$ cat src/rtl/gcm_pkg.sv
// Shared definitions for the phase-sequence checker: phase codes, the
// expected 7-step strobe pattern and the checker state encoding.
package gcm_pkg;

  typedef logic [2:0] phase_code_t;

  localparam phase_code_t PH_A = 3'd0;
  localparam phase_code_t PH_E = 3'd1;
  localparam phase_code_t PH_B = 3'd2;
  localparam phase_code_t PH_C = 3'd3;
  localparam phase_code_t PH_D = 3'd4;

  localparam logic [2:0] STEP_LAST = 3'd6;

  // Machine-cycle order of the phase strobes, indexed by step number.
  localparam phase_code_t PAT [0:6] = '{PH_A, PH_E, PH_B, PH_E, PH_C, PH_D, PH_D};

  typedef enum logic [1:0] {
    HUNT   = 2'd0,
    TRACK  = 2'd1,
    LOCKED = 2'd2
  } state_e;

  // Step that follows 'step' in the 7-step cycle, wrapping 6 -> 0.
  function automatic logic [2:0] next_step(input logic [2:0] step);
    return (step >= STEP_LAST) ? 3'd0 : step + 3'd1;
  endfunction

endpackage

$ cat src/rtl/phase_onehot_dec.sv
// Turns the five phase strobes into a 3-bit phase code. Anything other
// than exactly one strobe high is reported as invalid.
module phase_onehot_dec
  import gcm_pkg::*;
(
  input  logic        a_i,
  input  logic        e_i,
  input  logic        b_i,
  input  logic        c_i,
  input  logic        d_i,
  output phase_code_t code_o,
  output logic        valid_o
);

  logic [4:0] strobes;

  assign strobes = {a_i, e_i, b_i, c_i, d_i};

  // One-hot decode; all-zero and multi-hot patterns fall to the invalid default.
  always_comb begin
    code_o  = PH_A;
    valid_o = 1'b0;
    case (strobes)
      5'b10000: begin code_o = PH_A; valid_o = 1'b1; end
      5'b01000: begin code_o = PH_E; valid_o = 1'b1; end
      5'b00100: begin code_o = PH_B; valid_o = 1'b1; end
      5'b00010: begin code_o = PH_C; valid_o = 1'b1; end
      5'b00001: begin code_o = PH_D; valid_o = 1'b1; end
      default:  begin code_o = PH_A; valid_o = 1'b0; end
    endcase
  end

endmodule

$ cat config.mk
export PLATFORM = sky130hd
export DESIGN_NAME = phase_onehot_dec
export DESIGN_NICKNAME = d
export VERILOG_FILES = /design/src/rtl/gcm_pkg.sv /design/src/rtl/phase_onehot_dec.sv
export SDC_FILE = /design/constraint.sdc
export NUM_CORES = 1
export LEC_CHECK = 0
export CAP_MARGIN = 5
export CORE_AREA = 2 2 39 41
export DETAILED_ROUTE_END_ITERATION = 16
export DIE_AREA = 0 0 41 43
export PLACE_DENSITY = 0.3
export SLEW_MARGIN = 20
export SYNTH_ARGS = -nofsm -noshare
export SYNTH_HDL_FRONTEND = slang
export SYNTH_SLANG_ARGS = --single-unit
export TNS_END_PERCENT = 10
$ cat constraint.sdc
create_clock -name vclk -period 1.55
set_input_delay 0.155 -clock vclk [all_inputs]
set_output_delay 0.155 -clock vclk [all_outputs]
set_load 0.02 [all_outputs]
# After elaboration in Yosys (flattened, before gate mapping)
# Index checks and enable logic that the tools add are counted.
# W data, S select, Z words.
totals:
  elab_cells: 8
  input_bits: 5
  register_bits: 0
classes:
  n_eq_ne: 5
  muxes: 2
  reduce_logical: 1
op_table:
  columns: ["cell", "count"]
  rows:
  - ["$pmux W3 S4", 1]
  - ["$eq A5 B1 Y1 const B", 1]
  - ["$eq A5 B2 Y1 const B", 1]
  - ["$eq A5 B3 Y1 const B", 1]
  - ["$eq A5 B4 Y1 const B", 1]
  - ["$eq A5 B5 Y1 const B", 1]
  - ["$reduce_or A5 Y1", 1]
  - ["$mux W1", 1]

# Longest topological paths before layout
# Gate-level depths: netlist of the first run.
logic_depth:
  ltp_word: 3
  depth_mapped: 4
  ltp_nobuf: 3

# Least setup slack after synthesis of the first run
# OpenSTA, ideal clock, no wires.
synth_path:
  kind: "input to output"
  startpoint: "input port c_i"
  endpoint: "output port code_o[2]"
  path_slack_ns: 0.334
  required_time_ns: 1.395
  arrival_ns: 1.061
  path_stages: 3
  cell_sequence: "buf_2 -> nand2b_1 -> nor4_1"
synth_between:
  elab_chain_cells: 2
synth_lines:
  columns: ["item", "line_no", "source"]
  rows:
  - ["start: declaration", "phase_onehot_dec.sv:9", "input logic c_i,"]
  - ["$eq A5 B1 Y1 (tied with other cells)", "phase_onehot_dec.sv:23", "case (strobes)"]
  - ["$pmux W3 S4 (*)", "phase_onehot_dec.sv:23", null]
  - ["end: declaration", "phase_onehot_dec.sv:11", "output phase_code_t code_o,"]
# Mark *: on every way between the ends. The rest lies on a longest branch, timed or not.

# Final worst setup path of the first run
layout_path:
  startpoint: "input port d_i"
  endpoint: "output port valid_o"
layout_between:
  elab_chain_cells: 3
layout_lines:
  columns: ["item", "line_no", "source"]
  rows:
  - ["start: declaration", "phase_onehot_dec.sv:10", "input logic d_i,"]
  - ["$eq A5 B1 Y1 (tied with other cells)", "phase_onehot_dec.sv:23", null]
  - ["$reduce_or A5 Y1 (no source line) (*)", null, null]
  - ["$mux W1 (*)", "phase_onehot_dec.sv:23", null]
  - ["end: declaration", "phase_onehot_dec.sv:12", "output logic valid_o"]
# Marks and branches as above.

==> results of run 1 <==
## synth_stat cells
master,instances,share of area
buf_2,1,0.048
mux2i_1,1,0.095
nand2b_1,1,0.060
nor2_1,1,0.036
nor2b_1,2,0.12
nor3_1,1,0.048
nor4_1,3,0.18
o21ai_1,1,0.048
o31ai_2,1,0.12
xnor2_1,2,0.17
xor2_1,1,0.083
## how the worst max path moves through the flow
| stage | from | to | slack, ps |
|---|---|---|---|
| floorplan | c_i | code_o[2] | 330 |
| global placement | c_i | valid_o | -400 |
| detailed placement | c_i | valid_o | -390 |
| CTS | d_i | code_o[2] | 20 |
| global route | e_i | valid_o | 0.6 |
| finish | d_i | valid_o | 110 |
## per-stage QoR
stage	total power, mW	cells
after floorplan	0.0241	15
after global placement	0.0598	43
after detailed placement	0.0605	43
after CTS	0.0572	43
after global routing	0.0631	43
final	0.0573	43
## routing by layer
metal | vias to the layer above | GRT usage
met5 | - | 0
li1 | 80 | -
met1 | 58 | 0.0886
met2 | 9 | 0.0594
met3 | 0 | 0
met4 | 0 | 0
## logic make-up (layout without fill, tap and decap cells)
| group | count (synthesis) | in the layout | synth area share |
|---|---|---|---|
| and+or+nand+nor | 8 | 8 | 0.440 |
| xor gates and xnor gates | 3 | 3 | 0.250 |
| AOI/OAI and AO/OA | 2 | 2 | 0.167 |
| muxes | 1 | 1 | 0.0952 |
| buffers and inverters | 1 | 13 | 0.0476 |
## power by group through the flow
stage | sequential [mW] | combinational, mW | clock, mW
2_1_floorplan | 0 | 0.0241 | 0
3_3_place_gp | 0 | 0.0598 | 0
3_5_place_dp | 0 | 0.0605 | 0
4_1_cts | 0 | 0.0572 | 0
5_1_grt | 0 | 0.0631 | 0
6_report | 0 | 0.0573 | 0
## repair_timing
item	CTS	global route
gates cloned	0	0
setup endpoints to repair	4	4
resized for setup	18	4
## placed cells by master (no fill, tap or decap)
cell and instances:
nand2b_1 1, nor2_1 1, nor4_1 3, dlymetal6s2s_1 1, mux2i_1 1, o21ai_1 1, buf_4 5, nor3_2 1
xor2_1 1, xnor2_1 2, clkdlybuf4s50_1 4, o31ai_2 1, buf_2 3, nor2b_1 2
## area by class of cell
type	count	area, µm²
Timing Repair Buffer	13	105
Multi-Input combinational cell	14	105
Fill cell	165	1150
Tap cell	16	20.0
## worst max-delay path: stages
cell,delay [ps]
clkdlybuf4s50_1,530
xor2_1,150
mux2i_1,90
o31ai_2,180
buf_4,170
==> flow_metrics.py, run 1 <==
metrics = {
    "timing": {
        "whs_ps": 812,
        "hold_violations": 0,
        "max_slew_margin": 0.832,
        "fmax_mhz": 694,
        "report.final.slew_viol_count": 0,
        "rsz0062_at_grt": "false",
        "fin_tns_setup_ps": 0,
        "fin_crit_sh": 0.929,
        "finalSetupViolations": 0,
        "min_period_ps": 1440,
        "worst_pin_slew_ps": 249,
        "worst_slack_ps": 110,
    },
    "layout": {
        "clockBufferCount": 0,
        "fin_util": 0.166,
        "drive_above_1_share": 0.370,
        "design.seq.count": 0,
        "postLayoutCellArea_um2": 230,
        "final_nets": 34,
        "ff_latch_area_um2": 0,
        "n_antenna_cell": 0,
        "area_delta_synth_final_pct": 119,
    },
    "place": {
        "placedInstanceArea_um2": 240,
        "preCtsSetupSlack_ps": -390,
        "place_congestion": 0.563,
        "port-buffer-count": 9,
    },
    "power_and_ir_drop": {
        "internal-power_uw": 31.4,
        "peakVddDrop_v": 0.0000814,
        "pwr-share-seq": 0,
        "p_leak_nw": 0.100,
        "combPwrFrac": 1.000,
        "p_switching_uw": 25.9,
        "swShare": 0.453,
        "power.density_mw_per_mm2": 249,
        "pwr-share-clk": 0,
    },
    "detailed_routing": {
        "wl_met2_um": 122,
        "viasPerCell": 3.42,
        "drtPass1Iterations": 1,
        "routed_wl_um": 348,
        "drt-met1-wl_um": 182,
        "ant_nets": 0,
        "num_vias": 147,
        "route.detailed.drc": 0,
        "wire_per_inst_um": 8.09,
        "drtIter0Drc": 0,
        "met3WireLength_um": 43,
        "top_layer_used": "met3",
    },
    "critical_path": {
        "worstSetupEndpointType": "output port",
        "worstSetupPathType": "primary input to output port",
        "cp.required_ps": 1390,
        "critPathLaunchType": "primary input",
        "worstPathArrival_ps": 1280,
        "critPathMaxFanout": 4,
    },
    "global_routing": {
        "grt_pass1_wl_um": 627,
        "grt_antenna_before_repair": 0,
        "grt_max_degree": 7,
        "grt_overflow_total": 0,
        "grt_pass1_vias": 143,
        "grt_usage": 0.0470,
    },
    "yosys": {
        "netlist_area_um2": 105,
        "yosysSeqAreaShare": 0,
        "syn_area_per_cell_um2": 7.01,
        "synth_fp_nets": 20,
        "yosysWarningCount": 0,
        "synth_cell_types": 11,
        "synth_cells": 15,
    },
    "clocking": {
        "cts-hold-fix-buffers": 0,
        "cts_setup_buffers": 0,
    },
    "floorplan": {
        "dieWidth_um": 41,
        "dieArea_mm2": 0.00176,
        "num_rows": 14,
        "design.core.area_mm2": 0.00138,
        "chipHeight_um": 43,
        "ios": 9,
        "start_util": 0.0759,
    },
    "flow_run": {
        "maxCapViolCount": 0,
    },
    "run_status": {
        "status": "finished clean",
    },
    "hold_path": {
        "hold_class": "primary input to output port",
        "hp-start": "c_i",
        "whs_path_depth": 4,
        "min_to": "code_o[2]",
    },
}
Power figures use the tool's default switching activity.
==> inputs of run 2 (changes only) <==
--- a/config.mk
+++ b/config.mk
@@ -5,6 +5,7 @@
 export SDC_FILE = /design/constraint.sdc
 export NUM_CORES = 1
 export LEC_CHECK = 0
+export ABC_AREA = 1
 export CAP_MARGIN = 5
 export CORE_AREA = 2 2 39 41
 export DETAILED_ROUTE_END_ITERATION = 16
==> flow_metrics.py, run 2 <==
metrics = {
    "detailed_routing": {
        "wire_per_inst_um": 5.40,
        "ant_nets": 0,
        "viasPerCell": 3.16,
        "route.detailed.drc": 0,
        "drtPass1Iterations": 1,
        "num_vias": 158,
        "drtIter0Drc": 0,
        "routed_wl_um": 270,
    },
    "layout": {
        "ff_latch_area_um2": 0,
        "clockBufferCount": 0,
        "area_delta_synth_final_pct": 95.1,
        "final_nets": 41,
        "final_common_cell": "nand2_1",
        "n_antenna_cell": 0,
        "design.seq.count": 0,
        "layout_common_cells": "nand2_1 (8), inv_1 (6), nor2_1 (6), clkdlybuf4s50_1 (5)",
        "drive_above_1_share": 0.176,
        "fin_cells": 50,
        "fillCellCount": 172,
    },
    "yosys": {
        "yosys-top-cells-area": "nand2_1 (30%), nor2_1 (26%), inv_1 (22%)",
        "ys_top_cells_by_count": "nand2_1 (8), nor2_1 (7), inv_1 (6)",
        "synth.most_common_cell": "nand2_1",
        "synth_cells": 25,
        "yosysWarningCount": 0,
        "yosysTopAreaCell": "nand2_1",
        "yosysTopAreaCellShare": 0.296,
        "netlist_area_um2": 101,
        "yosysSeqAreaShare": 0,
        "synth_cell_types": 5,
        "synth_fp_nets": 30,
        "syn_area_per_cell_um2": 4.05,
    },
    "timing": {
        "worst_pin_slew_ps": 204,
        "rsz0062_at_grt": "false",
        "worst_slack_ps": 140,
        "max_slew_margin": 0.865,
        "min_period_ps": 1410,
        "fin_tns_setup_ps": 0,
        "fin_crit_sh": 0.910,
        "finalSetupViolations": 0,
        "report.final.slew_viol_count": 0,
        "whs_ps": 1080,
        "fmax_mhz": 709,
        "hold_violations": 0,
    },
    "global_routing": {
        "grt_usage": 0.0380,
        "grt_overflow_total": 0,
        "grt_pass1_wl_um": 510,
        "grt_max_degree": 5,
        "grt_pass1_vias": 146,
        "grt_antenna_before_repair": 0,
    },
    "critical_path": {
        "critPathMaxFanout": 3,
        "worstSetupPathType": "primary input to output port",
        "critPathLaunchType": "primary input",
        "cp.required_ps": 1390,
        "worstPathArrival_ps": 1250,
        "worstSetupEndpointType": "output port",
    },
    "hold_path": {
        "whs_path_depth": 4,
        "hold_class": "primary input to output port",
    },
    "floorplan": {
        "chipHeight_um": 43,
        "design.core.area_mm2": 0.00138,
        "dieArea_mm2": 0.00176,
        "start_util": 0.0732,
        "dieWidth_um": 41,
        "ios": 9,
        "num_rows": 14,
    },
    "power_and_ir_drop": {
        "power.density_mw_per_mm2": 198,
        "p_switching_uw": 20.2,
        "swShare": 0.516,
        "peakVddDrop_v": 0.0000428,
        "p_leak_nw": 0.121,
        "pwr-share-clk": 0,
        "internal-power_uw": 19.0,
        "pwr-share-seq": 0,
        "combPwrFrac": 1.000,
        "total_power_uw": 39.2,
    },
    "clocking": {
        "cts_setup_buffers": 0,
        "cts-hold-fix-buffers": 0,
    },
    "place": {
        "dp.final_hpwl_um": 265,
        "place_inst": 50,
        "preCtsSetupSlack_ps": -296,
        "port-buffer-count": 9,
        "place_congestion": 0.722,
    },
    "flow_run": {
        "maxCapViolCount": 0,
    },
    "run_status": {
        "status": "finished clean",
    },
}
## run 2: changes by cell type in the layout (fill, tap and decap cells not counted), moves of 5 or more
cell	delta
nand2_1	+8
inv_1	+6
buf_4	-5
nor2_1	+5
## run 2: area by class of cell
type	count	area, µm²	share of cell area
tap	16	20.0	0.101
timing repair buffer	9	73.8	0.373
inverter	6	22.5	0.114
multi-input combinational	19	81.3	0.411
## run 2: repair_timing
action	in CTS	in global routing
resized for setup	6	5
setup endpoints to repair	4	3
pin swaps	0	0
## run 2: per-stage QoR
step / utilization / area, µm²
after floorplan: - / 101
after global placement: 0.153 / 211
after detailed placement: 0.153 / 211
after CTS: 0.152 / 210
after global routing: 0.143 / 198
final: 0.143 / 198
## run 2: worst paths after layout
| path | slack (ps) | to | start |
|---|---|---|---|
| max | 140 | code_o[2] | e_i |
| min | 1080 | code_o[0] | e_i |
## run 2: cells by family after synthesis
kind of cell  Yosys count  share of synthesized area
buf+inv                 6                      0.222
simple gates           19                      0.778
## run 2: worst max-delay path, cell delays in order
cell and delay, ps:
clkdlybuf4s50_1 450, nor2_2 160, nand3_1 110, inv_1 60, dlygate4sd2_1 320
## run 2: power by group through the flow
stage          clock [mW]  combinational [mW]  sequential (mW)
3_3_place_gp            0              0.0426                0
5_1_grt                 0              0.0444                0
4_1_cts                 0              0.0414                0
2_1_floorplan           0              0.0180                0
3_5_place_dp            0              0.0430                0
6_report                0              0.0392                0
## run 2: routing by layer
metal,vias up,part of all wire,GRT usage
li1,89,-,-
met1,65,0.43,0.0506
met2,4,0.52,0.0688
met3,0,0.041,0
met4,0,0,0
met5,-,0,0
